`config.mk`:
```
export PLATFORM = sky130hd
export DESIGN_NAME = e_to_m_pipe_reg
export DESIGN_NICKNAME = d
export VERILOG_FILES = /design/src/rtl/pipe_pkg.sv /design/src/rtl/tnew_dec.sv /design/src/rtl/e_to_m_pipe_reg.sv
export SDC_FILE = /design/constraint.sdc
export NUM_CORES = 1
export LEC_CHECK = 0
export BUFFER_PORTS_ARGS = -buffer_cell sky130_fd_sc_hd__buf_4
export CAP_MARGIN = 10
export CORE_AREA = 2 2 149 151
export CTS_CLUSTER_SIZE = 10
export DETAILED_ROUTE_END_ITERATION = 7
export DIE_AREA = 0 0 151 153
export GPL_ROUTABILITY_DRIVEN = 0
export PLACE_DENSITY = 0.64
export SLEW_MARGIN = 20
export SYNTH_ARGS = -nofsm -noshare
export SYNTH_HDL_FRONTEND = slang
export SYNTH_SLANG_ARGS = --single-unit
```
`constraint.sdc`:
```
create_clock -name clk -period 1.8 [get_ports clk]
set_input_delay 0.36 -clock clk [delete_from_list [all_inputs] [get_ports clk]]
set_output_delay 0.36 -clock clk [all_outputs]
set_load 0.005 [all_outputs]
```
`src/rtl/pipe_pkg.sv`:
```
// Shared pipeline constants and the bubble control field set used by the
// inter-stage registers of the 5-stage MIPS core.
package pipe_pkg;

  localparam int unsigned TNEW_W = 4;

  // Result source of the instruction occupying a stage
  localparam logic [1:0] FWD_ALU = 2'd0;
  localparam logic [1:0] FWD_PC8 = 2'd1;
  localparam logic [1:0] FWD_MEM = 2'd2;

  localparam logic [31:0] NOP_INSTR = 32'h0;

  // Control fields that a bubble forces; the PCs keep flowing for traceability
  typedef struct packed {
    logic [31:0]       instr;
    logic              regwrite;
    logic              memwrite;
    logic [4:0]        writereg;
    logic [TNEW_W-1:0] tnew;
    logic [1:0]        fwd_sel;
  } bubble_t;

  localparam bubble_t BUBBLE = '{
    instr:    NOP_INSTR,
    regwrite: 1'b0,
    memwrite: 1'b0,
    writereg: 5'd0,
    tnew:     '0,
    fwd_sel:  FWD_ALU
  };

endpackage

```
`src/rtl/tnew_dec.sv`:
```
// Saturating Tnew decrementer shared by the E->M and M->W pipeline registers.
module tnew_dec #(
  parameter int unsigned W = 4
) (
  input  logic [W-1:0] tnew_cur,
  output logic [W-1:0] tnew_next
);

  always_comb begin
    tnew_next = tnew_cur;
    if (tnew_cur == '0) begin
      tnew_next = '0;
    end else begin
      tnew_next = tnew_cur - W'(1);
    end
  end

endmodule

```
`src/rtl/e_to_m_pipe_reg.sv`:
```
// Execute -> Memory pipeline register with stall, deferred flush and M-stage forwarding source.
// Optional bubble counter output enabled by defining EM_BUBBLE_CNT_EN.
module e_to_m_pipe_reg #(
  parameter int unsigned WIDTH  = 32,
  parameter int unsigned TNEW_W = pipe_pkg::TNEW_W
) (
  input  logic              clk,
  input  logic              reset,
  input  logic              stall_m,
  input  logic              flush_m,
  input  logic [WIDTH-1:0]  instr_e,
  input  logic [WIDTH-1:0]  pc_e,
  input  logic [WIDTH-1:0]  pc8_e,
  input  logic [WIDTH-1:0]  alu_e,
  input  logic [WIDTH-1:0]  rt_data_e,
  input  logic [4:0]        writereg_e,
  input  logic [TNEW_W-1:0] tnew_e,
  input  logic [1:0]        fwd_sel_e,
  input  logic              regwrite_e,
  input  logic              memwrite_e,
  output logic [WIDTH-1:0]  instr_m,
  output logic [WIDTH-1:0]  pc_m,
  output logic [WIDTH-1:0]  pc8_m,
  output logic [WIDTH-1:0]  alu_m,
  output logic [WIDTH-1:0]  rt_data_m,
  output logic [4:0]        writereg_m,
  output logic [TNEW_W-1:0] tnew_m,
  output logic [1:0]        fwd_sel_m,
  output logic              regwrite_m,
  output logic              memwrite_m,
  output logic [WIDTH-1:0]  fwd_data_m,
  output logic              fwd_ready_m,
`ifdef EM_BUBBLE_CNT_EN
  output logic [31:0]       bubble_cnt,
`endif
  output logic              flush_pending
);

  import pipe_pkg::*;

  logic [TNEW_W-1:0] tnew_next;
  logic              load;
  logic              load_bubble;

  tnew_dec #(
    .W (TNEW_W)
  ) u_tnew_dec (
    .tnew_cur  (tnew_e),
    .tnew_next (tnew_next)
  );

  assign load        = !stall_m;
  // A flush seen while stalled is remembered and honoured on the first free edge
  assign load_bubble = load && (flush_m || flush_pending);

  always_ff @(posedge clk or negedge reset) begin
    if (!reset) begin
      instr_m       <= '0;
      pc_m          <= '0;
      pc8_m         <= '0;
      alu_m         <= '0;
      rt_data_m     <= '0;
      writereg_m    <= '0;
      tnew_m        <= '0;
      fwd_sel_m     <= '0;
      regwrite_m    <= 1'b0;
      memwrite_m    <= 1'b0;
      flush_pending <= 1'b0;
    end else if (!load) begin
      if (flush_m) begin
        flush_pending <= 1'b1;
      end
    end else begin
      pc_m          <= pc_e;
      pc8_m         <= pc8_e;
      alu_m         <= alu_e;
      rt_data_m     <= rt_data_e;
      flush_pending <= 1'b0;
      if (load_bubble) begin
        instr_m    <= WIDTH'(BUBBLE.instr);
        regwrite_m <= BUBBLE.regwrite;
        memwrite_m <= BUBBLE.memwrite;
        writereg_m <= BUBBLE.writereg;
        tnew_m     <= '0;
        fwd_sel_m  <= BUBBLE.fwd_sel;
      end else begin
        instr_m    <= instr_e;
        regwrite_m <= regwrite_e;
        memwrite_m <= memwrite_e;
        writereg_m <= writereg_e;
        tnew_m     <= tnew_next;
        fwd_sel_m  <= fwd_sel_e;
      end
    end
  end

`ifdef EM_BUBBLE_CNT_EN
  always_ff @(posedge clk or negedge reset) begin
    if (!reset) begin
      bubble_cnt <= '0;
    end else if (load_bubble) begin
      bubble_cnt <= bubble_cnt + 32'd1;
    end
  end
`endif

  always_comb begin
    fwd_data_m = alu_m;
    if (fwd_sel_m == FWD_PC8) begin
      fwd_data_m = pc8_m;
    end
  end

  // Memory results (FWD_MEM and the reserved code) only forward from W
  assign fwd_ready_m = regwrite_m && (writereg_m != 5'd0) && (tnew_m == '0) &&
                       (fwd_sel_m != FWD_MEM) && (fwd_sel_m != 2'd3);

endmodule
```
---- After elaboration in Yosys (flattened, before gate mapping) ----
Index checks and enable logic that the tools add are counted.
word-level totals
  memories kept ........................... 0
  latch bits .............................. 0
  register bits after elaboration ......... 174
  memory bits (read-only) ................. 0
  bits in writable memories ............... 0
operators by class
  $lt $le $gt $ge ......................... 0
  multiplexer cells ....................... 10
  reductions and logical operators ........ 10
  $add $sub $neg .......................... 1
  eq/ne operators ......................... 4
  multipliers ............................. 0
  shift operators ......................... 0
  divide/modulo/power cells ............... 0
  bitwise gates (word level) .............. 0
operator list
  cell                                              count
  two-way mux 32 bit                                2
  logical NOT 4 bit                                 2
  two-way mux 4 bit                                 2
  logical AND 1 bit                                 5
  two-way mux 5 bit                                 1
  nonzero test 5 bit                                1
  two-way mux 1 bit                                 4
  != test 2 bit, second input constant              2
  subtractor 4 x 1 -> 4 bit, second input constant  1
  == test 2 x 1 -> 1 bit, second input constant     1
  two-way mux 2 bit                                 1
  != test 2 x 1 -> 1 bit, second input constant     1
  logical NOT 1 bit                                 1
  logical OR 1 bit                                  1

---- Depth between registers and ports, before layout ----
Gate-level depths: netlist of the first run.
  depth after elaboration ................. 5
  depth in mapped cells ................... 5

---- Modules after synthesis ----
Synthesis of the first run repeated with hierarchy kept, for this count alone.
unflattened totals
  cell total of the unflattened synthesis .. 423
  area total of the unflattened synthesis .. 6,922.9 um2
modules (own cells, without submodules)
  module           cells each  instances  sequential area each (um2)  area an instance (um2)
  e_to_m_pipe_reg  413         1          4,354.2                     6,869.1
  tnew_dec         10          1          0.0                         53.8

---- Least setup slack after synthesis of the first run ----
Ideal clock, no wire load.
  kind .................................... flip-flop to output port
  start point ............................. register fwd_sel_m[1]
  end point ............................... output port fwd_data_m[10]
  slack ................................... 0.289 ns
  data arrival time ....................... 1.151 ns
  stages on the path, launching flop included .. 5
  data required time ...................... 1.440 ns
  path through ............................ dfrtp_1 nor2b_1 clkbuf_2 buf_6 mux2_2
on the way
  cells in the longest elaborated chain, start to end .. 2
ends and longest elaborated chain
  what                    line                    text
  from (decl)             e_to_m_pipe_reg.sv:28   output logic [1:0] fwd_sel_m,
  from (signal assigned)  e_to_m_pipe_reg.sv:85   fwd_sel_m <= BUBBLE.fwd_sel;
  from (signal assigned)  e_to_m_pipe_reg.sv:92   fwd_sel_m <= fwd_sel_e;
  == test 2 x 1 -> 1 bit  e_to_m_pipe_reg.sv:109  if (fwd_sel_m == FWD_PC8) begin
  two-way mux 32 bit      e_to_m_pipe_reg.sv:109
  to (decl)               e_to_m_pipe_reg.sv:31   output logic [WIDTH-1:0] fwd_data_m,
Every way passes these cells.

---- Worst setup path after layout of the first run ----
  start point ............................. register fwd_sel_m[1]
  end point ............................... output port fwd_data_m[27]
Same word-level chain as after synthesis.

==> flow_metrics.tcl, run 1 <==
set metrics [dict create \
    critPathRequiredTime_ns 1.44 \
    cts_tree "built" \
    ioPinCount 384 \
    violations "negative setup slack" \
    synth.net_count 606 \
    path_max_fanout 8 \
    status "complete, but fails checks" \
    insertion_delay_ns 0.41 \
    synth.distinct_cells 23 \
    yosysMostFrequentCell "dfrtp_1" \
    wirelength_um 20500 \
    hold_depth 2 \
    worstReg2RegStart "flush_pending" \
    grt_max_degree 57 \
    critPathMaxStageDelay_ns 0.41 \
    r2r-end "instr_m[3]" \
    synth_commonest_cells "174 x dfrtp_1, 158 x mux2_2, 41 x a22o_1" \
    synthToLayoutAreaGrowth_pct 60.9 \
    critPathLaunchType "flip-flop" \
    die_w_um 151 \
    via_count 5170 \
    vias_per_cell 4.62 \
    cp.arrival_ns 1.73 \
    worstRegToRegCells 3 \
    clock_skew_ns 0.00838 \
    grt.total_usage_pct 17.5 \
    drtIter0Drc 161 \
    hpwl_um 14900 \
    ys_top_cells_by_area "dfrtp_1 63%, mux2_2 26%, a22o_1 5.2%, buf_6 2.3%, buf_2 0.73%" \
    worst_setup_path_end_kind "output port" \
    crit_top_cell "buf_6" \
    hp-class "primary input to flip-flop" \
    synthArstFlopShare_pct 100 \
    min_period_over_period_pct 116 \
    diodes 0 \
    grt_busiest_layer "met2" \
    cts_root_buf "clkbuf_16" \
    slew-limit-headroom_pct 79.0 \
    finalCriticalPeriod_ns 2.09 \
    yosys.area.top_type "dfrtp_1" \
    coreArea_um2 21500 \
    critPathSlowestCell "dfrtp_1" \
    grt_pass1_wl_um 30900 \
    slew_viol_final 0 \
    grt_use_met3_pct 6.06 \
    synth_seq_cells 174 \
    synth_ff_type "dfrtp_1" \
    grt_overflow 0 \
    route.detailed.drc 0 \
    rsz0062_at_grt "yes" \
    clock_path_buffers 2 \
    antenna_found_initial 0 \
    avgRoutedWirePerCell_um 18.3 \
    finalHoldViolations 0 \
    synthCells 427 \
    cap_violations 0 \
    clk_pin_slew_worst_paths_ns 0.08 \
    crit_chain "nor2b_4 -> buf_6 -> buf_12 -> mux2_4 -> buf_6" \
    tightestPinTransition_ns 0.316 \
    p_leak_nw 5.41 \
    holdPathEnd "instr_m[10]" \
    io_buffers 383 \
    grtUsageMet2_pct 30.4 \
    yosys.area.top_type_share_pct 63.1 \
    avgSynthCellArea_um2 16.1 \
    grt_pass1_vias 5395 \
    final_nets 1004 \
    ir_worst_vdd_uv 694 \
    max_freq_ghz 0.478 \
    yosysSeqAreaShare_pct 63.1 \
    row_count 54 \
    ant_nets 0 \
    synth_area_um2 6900 \
    power_density_nw_per_um2 915 \
    drt_pass1_iterations 4 \
    start_util_pct 32.1 \
    setup_ws_ns -0.291 \
    cts.sinks 174 \
    power_w 0.0102 \
    cts_htree_levels 4 \
    setup_tns_ns -8.32 \
    path_class "flip-flop to output port" \
    synth_edf_count 0 \
    min_from "instr_e[10]" \
    drive_above_1_share_pct 71.5 \
    die_y_um 153 \
    die-area_um2 23100 \
    place_area_um2 10100 \
    grt.met1_usage_pct 20.6 \
    finalSetupViolCount 33 \
    final_cell_area_um2 11100 \
    cts_buffers 17 \
    reg2reg_setup_slack_ns 0.67 \
    yosys_warnings 0 \
    holdWs_ns 0.152 \
]
layout make-up:
class,instances,area [um2]
Multi-Input combinational cell,224,2460
Tap cell,280,350
Clock buffer,20,447
Fill cell,1901,10400
Clock inverter,12,116
Inverter,2,7.51
Timing Repair Buffer,406,3360
Sequential cell,174,4350
report_power, final:
group          switching, W  leakage [nW]  internal (W)
registers          0.000268          2.11       0.00427
logic              0.000683          3.03       0.00139
clock network       0.00167         0.274       0.00187
cell families (layout without fill, tap and decap cells):
kind of cell | count (synthesis) | count (layout) | synth area share, %
flip-flops | 174 | 174 | 63.1
multiplexers | 160 | 160 | 26.1
AO/OA/AOI/OAI | 48 | 48 | 5.75
buffers and inverters | 29 | 440 | 3.41
AND/OR/NAND/NOR | 12 | 12 | 0.944
adder cells (fa/ha/maj) | 2 | 2 | 0.363
XOR/XNOR | 2 | 2 | 0.254
through the flow:
| stage | cells | setup WS [ns] | utilization [%] |
|---|---|---|---|
| 5_1_grt | 1118 | -0.353 | 51.6 |
| 3_5_place_dp | 1076 | 0.115 | 47.1 |
| 6_report | 1118 | -0.291 | 51.6 |
| 4_1_cts | 1118 | -0.299 | 51.3 |
| 2_1_floorplan | 427 | 0.289 | - |
| 3_3_place_gp | 1076 | 0.164 | 47.1 |
cell usage in the layout (no fill, tap or decap):
cell / instances
nand2_1: 4
mux2_4: 32
mux2_2: 128
buf_6: 36
a21oi_2: 1
clkinv_8: 1
buf_12: 9
buf_16: 3
buf_4: 357
nor3_1: 2
inv_6: 6
clkbuf_1: 2
dlygate4sd3_1: 1
nor2_1: 1
clkbuf_16: 17
xnor2_1: 2
inv_8: 2
nor4_4: 1
o21ai_0: 4
clkinvlp_4: 1
nor2b_4: 1
clkinv_4: 2
o21a_1: 1
a22o_1: 41
clkbuf_8: 1
nand3b_1: 1
nor3_4: 1
inv_1: 2
dfrtp_1: 174
nand2b_1: 1
o21ai_1: 1
ha_1: 2
routing by layer:
metal / routed length (um) / vias up / share of wire (%)
li1: - / 2349 / -
met5: 0 / - / 0
met1: 7890 / 2569 / 39
met2: 10500 / 239 / 51
met3: 1840 / 13 / 9.0
met4: 249 / 0 / 1.2
repair_timing:
action                                 in CTS  in global routing
setup endpoints to repair                  33                 33
gates resized for setup                    57                 15
pin swaps                                   2                  1
cloned                                      3                  0
setup buffers                               7                  0
endpoints found under the hold margin      24                  0
hold buffers                                1                  0
worst max path at each step:
stage	from	endpoint	slack (ns)	cells past startpoint
after floorplan	fwd_sel_m[1]	fwd_data_m[10]	0.29	4
after global placement	fwd_sel_m[1]	fwd_data_m[3]	0.16	4
after global routing	fwd_sel_m[0]	fwd_data_m[27]	-0.35	5
after CTS	fwd_sel_m[1]	fwd_data_m[9]	-0.30	5
after detailed placement	fwd_sel_m[1]	fwd_data_m[27]	0.12	4
final	fwd_sel_m[1]	fwd_data_m[27]	-0.29	5
registers in the layout, summed over array words and instances, names as in the netlist:
signal and flops:
alu_m 32, flush_pending 1, fwd_sel_m 2, instr_m 32, memwrite_m 1, pc8_m 32
pc_m 32, regwrite_m 1, rt_data_m 32, tnew_m 4, writereg_m 5
worst max-delay path: cells and delay by family (launching register included):
| family | cells | cell delay [ns] |
|---|---|---|
| flops | 1 | 0.41 |
| buf+inv | 3 | 0.43 |
| simple gates | 1 | 0.15 |
| mux | 1 | 0.33 |
(Power assumes the default switching activity.)
==> run 2: changes to the inputs <==
==> constraint.sdc (replaced) <==
create_clock -name clk -period 2.1 [get_ports clk]
set_input_delay 0.42 -clock clk [delete_from_list [all_inputs] [get_ports clk]]
set_output_delay 0.42 -clock clk [all_outputs]
set_load 0.005 [all_outputs]
==> run 2 against run 1 <==
Effect of this change: the run still ends with negative setup slack left; hold slack better by 0.063 ns; sequential power down 15%; utilization shrank 1.8 points; routed wire length shrank 5.6%; clock-buffer cell count unchanged; register-to-register slack better by 0.17 ns; flip-flop and latch count unchanged; setup slack gained 0.24 ns; via count is 0.46% lower; critical path type unchanged; largest cell class unchanged.
==> flow_metrics.tcl, run 2 (synthesis results as in run 1) <==
set metrics [dict create \
    status "complete, but fails checks" \
    violations "negative setup slack" \
    clock_skew_ns 0.00906 \
    via_count 5146 \
    max_freq_ghz 0.464 \
    power_density_nw_per_um2 810 \
    cts_root_buf "clkbuf_16" \
    p_leak_nw 5.19 \
    slew_viol_final 0 \
    clock_path_buffers 2 \
    cts_htree_levels 4 \
    min_from "instr_e[11]" \
    cap_violations 0 \
    hp-class "primary input to flip-flop" \
    setup_ws_ns -0.0561 \
    synthToLayoutAreaGrowth_pct 55.2 \
    cts_buffers 17 \
    grt_pass1_wl_um 29600 \
    pre_cts_ws_ns 0.385 \
    crit_path_end "fwd_data_m[9]" \
    min_period_over_period_pct 103 \
    worstRegToRegCells 4 \
    drt_pass1_iterations 4 \
    route.detailed.drc 0 \
    ioPinCount 384 \
    startpoint "fwd_sel_m[1]" \
    grt.total_usage_pct 16.5 \
    io_buffers 383 \
    holdWs_ns 0.215 \
    grt_overflow 0 \
    critPathRequiredTime_ns 1.68 \
    wirelength_um 19300 \
    finalSetupViolCount 32 \
    worstReg2RegStart "flush_pending" \
    finalHoldViolations 0 \
    grt_pass1_vias 5334 \
    die-area_um2 23100 \
    insertion_delay_ns 0.41 \
    slew-limit-headroom_pct 64.1 \
    power_w 0.00867 \
    start_util_pct 32.1 \
    row_count 54 \
    avgRoutedWirePerCell_um 17.4 \
    setup_tns_ns -0.993 \
    coreArea_um2 21500 \
    rsz0062_at_grt "yes" \
    tightestPinTransition_ns 0.539 \
    layout_commonest_cell "buf_4" \
    drtIter0Drc 170 \
    path_max_fanout 32 \
    cts.sinks 174 \
    vias_per_cell 4.64 \
    worst_setup_path_end_kind "output port" \
    ir_worst_vdd_uv 533 \
    antenna_found_initial 0 \
    final_nets 996 \
    finalCriticalPeriod_ns 2.16 \
    critPathLaunchType "flip-flop" \
    diodes 0 \
    ant_nets 0 \
    r2r-end "tnew_m[2]" \
    drive_above_1_share_pct 71.0 \
    die_y_um 153 \
    cp.arrival_ns 1.74 \
    hpwl_um 14600 \
    die_w_um 151 \
    clk_pin_slew_worst_paths_ns 0.07 \
    cts_tree "built" \
    path_class "flip-flop to output port" \
    mostFrequentLayoutCells "390 x buf_4, 173 x dfrtp_1, 158 x mux2_2, 41 x a22o_1, 17 x clkbuf_16" \
    reg2reg_setup_slack_ns 0.84 \
    grt_max_degree 69 \
]
## run 2: changes by cell type in the layout (fill, tap and decap cells not counted), moves of 2 or more
cell,before,now
buf_12,9,5
buf_16,3,0
buf_4,357,390
buf_6,36,2
bufinv_16,0,2
clkinv_4,2,5
inv_6,6,1
mux2_1,0,2
mux2_2,128,158
mux2_4,32,0
## run 2: worst max-delay path, stage by stage (launching register included)
cell     delay [ns]
dfrtp_2        0.44
nor2b_4        0.13
buf_12         0.20
mux2_2         0.36
buf_4          0.14
## run 2: how the worst min path moves through the flow
stage,cells after the start,to,slack (ns)
6_report,2,instr_m[11],0.22
5_1_grt,2,regwrite_m,0.19
4_1_cts,2,tnew_m[0],0.19
3_5_place_dp,1,pc_m[27],0.30
3_3_place_gp,1,pc_m[27],0.30
2_1_floorplan,0,alu_m[0],0.12
## run 2: per-layer routing
layer  vias to the layer above  GRT usage [%]  wire length [um]
li1                       2325              -                 -
met1                      2550           19.7              7490
met2                       244           28.0              9590
met3                        27           5.49              1770
met4                         0           5.56               463
met5                         -              0                 0
## run 2: where the power goes
part	switching (W)	total [W]	leakage [nW]	internal [W]
combinational	0.000538	0.00158	2.79	0.00104
clock	0.00138	0.00321	0.291	0.00183
sequential	0.000219	0.00388	2.11	0.00366
## run 2: stage by stage
step,instances,util (%),instance area [um2]
4_1_cts,1110,49.8,10700
2_1_floorplan,427,-,6900
6_report,1110,49.8,10700
5_1_grt,1110,49.8,10700
3_3_place_gp,1077,46.9,10100
3_5_place_dp,1077,46.9,10100
## run 2: final cells by class
| type | instances | area [um2] |
|---|---|---|
| timing repair buffer | 398 | 3060 |
| clock inverter | 12 | 154 |
| sequential | 174 | 4360 |
| multi-input combinational | 224 | 2330 |
| tap | 280 | 350 |
| fill | 1947 | 10800 |
| inverter | 2 | 7.51 |
| clock buffer | 20 | 447 |
## run 2: repair_timing
item,4_1_cts,5_1_grt
endpoints found under the hold margin,22,0
endpoints found under the setup margin,32,33
setup buffers,0,0
resized for setup,0,2
hold buffers,1,0
==> run 3: changes to the inputs <==
--- a/config.mk
+++ b/config.mk
@@ -6,13 +6,16 @@
 export NUM_CORES = 1
 export LEC_CHECK = 0
 export BUFFER_PORTS_ARGS = -buffer_cell sky130_fd_sc_hd__buf_4
-export CAP_MARGIN = 10
-export CORE_AREA = 2 2 149 151
+export CAP_MARGIN = 20
+export CELL_PAD_IN_SITES_DETAIL_PLACEMENT = 0
+export CELL_PAD_IN_SITES_GLOBAL_PLACEMENT = 1
+export CORE_AREA = 2 2 150 152
 export CTS_CLUSTER_SIZE = 10
 export DETAILED_ROUTE_END_ITERATION = 7
-export DIE_AREA = 0 0 151 153
+export DIE_AREA = 0 0 152 154
 export GPL_ROUTABILITY_DRIVEN = 0
-export PLACE_DENSITY = 0.64
+export PLACE_DENSITY = 0.78
+export SKIP_LAST_GASP = 1
 export SLEW_MARGIN = 20
 export SYNTH_ARGS = -nofsm -noshare
 export SYNTH_HDL_FRONTEND = slang
==> run 3 against run 2 <==
Effect of this change: the run still ends with negative setup slack left; final cell count rose by 0.72%; clock-buffer cell count fell by 2; routed wire length rose by 5.0%; total power rose by 0.12%; highest routed layer unchanged; clock power fell by 5%; fmax rose by 0.32%; combinational power rose by 11%; cell area rose by 3.3%; register-to-register slack improved by 0.13 ns.
==> flow_metrics.tcl, run 3 (synthesis results as in run 1) <==
set metrics [dict create \
    wirelength_um 20300 \
    slew_viol_final 0 \
    worst_setup_path_end_kind "output port" \
    die_y_um 154 \
    rsz0062_at_grt "yes" \
    ant_nets 0 \
    pre_cts_ws_ns 0.362 \
    max_freq_ghz 0.465 \
    critPathLaunchType "flip-flop" \
    final_nets 1005 \
    min_period_over_period_pct 102 \
    vias_per_cell 4.59 \
    slew-limit-headroom_pct 69.9 \
    drtIter0Drc 168 \
    hpwl_um 14800 \
    via_count 5128 \
    grt_max_degree 47 \
    die-area_um2 23400 \
    clk_pin_slew_worst_paths_ns 0.07 \
    start_util_pct 31.8 \
    insertion_delay_ns 0.41 \
    final_cell_area_um2 11100 \
    drive_above_1_share_pct 71.4 \
    io_buffers 383 \
    grt_overflow 0 \
    dp.cells 1080 \
    mostFrequentLayoutCells "362 x buf_4, 174 x dfrtp_1, 128 x mux2_2, 41 x a22o_1, 33 x buf_6" \
    power_density_nw_per_um2 785 \
    cts_tree "built" \
    cts_root_buf "clkbuf_16" \
    clock_skew_ns 0.00703 \
    ioPinCount 384 \
    fin_util_pct 51.0 \
    cp.arrival_ns 1.73 \
    layout_commonest_cell "buf_4" \
    synthToLayoutAreaGrowth_pct 60.3 \
    p_leak_nw 5.39 \
    place_area_um2 10100 \
    finalHoldViolations 0 \
    setup_ws_ns -0.0492 \
    drt_pass1_iterations 5 \
    die_w_um 152 \
    avgRoutedWirePerCell_um 18.1 \
    path_max_fanout 8 \
    ir_worst_vdd_uv 488 \
    hp-class "primary input to flip-flop" \
    clock_path_buffers 2 \
    cts_buffers 17 \
    route.detailed.drc 0 \
    finalCriticalPeriod_ns 2.15 \
    antenna_found_initial 0 \
    grt.total_usage_pct 17.1 \
    status "complete, but fails checks" \
    critPathRequiredTime_ns 1.68 \
    cts_htree_levels 4 \
    row_count 54 \
    tightestPinTransition_ns 0.452 \
    coreArea_um2 21700 \
    final_cells 1118 \
    cap_violations 0 \
    grt_pass1_vias 5375 \
    grt_pass1_wl_um 31500 \
    diodes 0 \
    finalSetupViolCount 32 \
    cts.sinks 174 \
    violations "negative setup slack" \
    fill_cells 1899 \
    holdWs_ns 0.208 \
    path_class "flip-flop to output port" \
]
-- run 3: changes by cell type in the layout (fill, tap and decap cells not counted), moves of 2 or more --
cell	change
buf_12	+3
buf_16	+3
buf_4	-28
buf_6	+31
clkinvlp_4	+2
mux2_1	-2
mux2_2	-30
mux2_4	+32
-- run 3: per-stage QoR --
step	TNS, ns	power [W]
after floorplan	0	0.00446
after global placement	0	0.00553
after detailed placement	0	0.00555
after CTS	-1.66	0.00878
after global routing	-3.41	0.00910
final	-1.08	0.00868
-- run 3: path summary, 6_finish.rpt --
kind / startpoint / endpoint / slack, ns / cells past startpoint
setup / recovery: fwd_sel_m[1] / fwd_data_m[7] / -0.05 / 5
hold / removal: instr_e[16] / instr_m[16] / 0.21 / 2
setup reg to reg: flush_pending / instr_m[2] / 0.97 / 3
hold reg to reg: pc_m[9] / pc_m[9] / 0.51 / 1
max in group asynchronous: reset / pc_m[13] / 0.98 / 3
min in group asynchronous: reset / alu_m[13] / 0.51 / 2
-- run 3: worst max-delay path, cell delays in order (launching register included) --
cell	delay, ns
dfrtp_1	0.41
nor2b_4	0.14
buf_12	0.15
buf_16	0.16
mux2_4	0.31
buf_6	0.12
-- run 3: metal layers --
layer	vias to the layer above	wire length (um)	global-route usage, %
met3	13	1510	5.75
met4	0	170	3.29
met2	233	10700	30.4
met5	-	0	0
li1	2352	-	-
met1	2530	7940	20.4
-- run 3: where the power goes --
group / total [W] / internal (W) / leakage, nW / switching (W)
clock network: 0.00304 / 0.00166 / 0.267 / 0.00138
registers: 0.00388 / 0.00366 / 2.11 / 0.000222
logic: 0.00176 / 0.00118 / 3.02 / 0.000579
total: 0.00868 / 0.00650 / 5.39 / 0.00218
-- run 3: what timing repair did --
| item | 4_1_cts | 5_1_grt |
|---|---|---|
| gates resized for setup | 53 | 13 |
| endpoints found under the setup margin | 32 | 32 |
| hold endpoints to repair | 40 | 0 |
| gates cloned | 3 | 0 |
| hold buffers | 1 | 0 |
| setup buffers | 3 | 0 |
-- run 3: final cells by class --
type                       count  area [um2]  area share [%]
inverter                       2        7.51          0.0679
clock inverter                13         133            1.20
timing repair buffer         407        3340            30.2
tap                          280         350            3.17
multi-input combinational    224        2440            22.1
sequential                   174        4350            39.4
clock buffer                  18         429            3.88
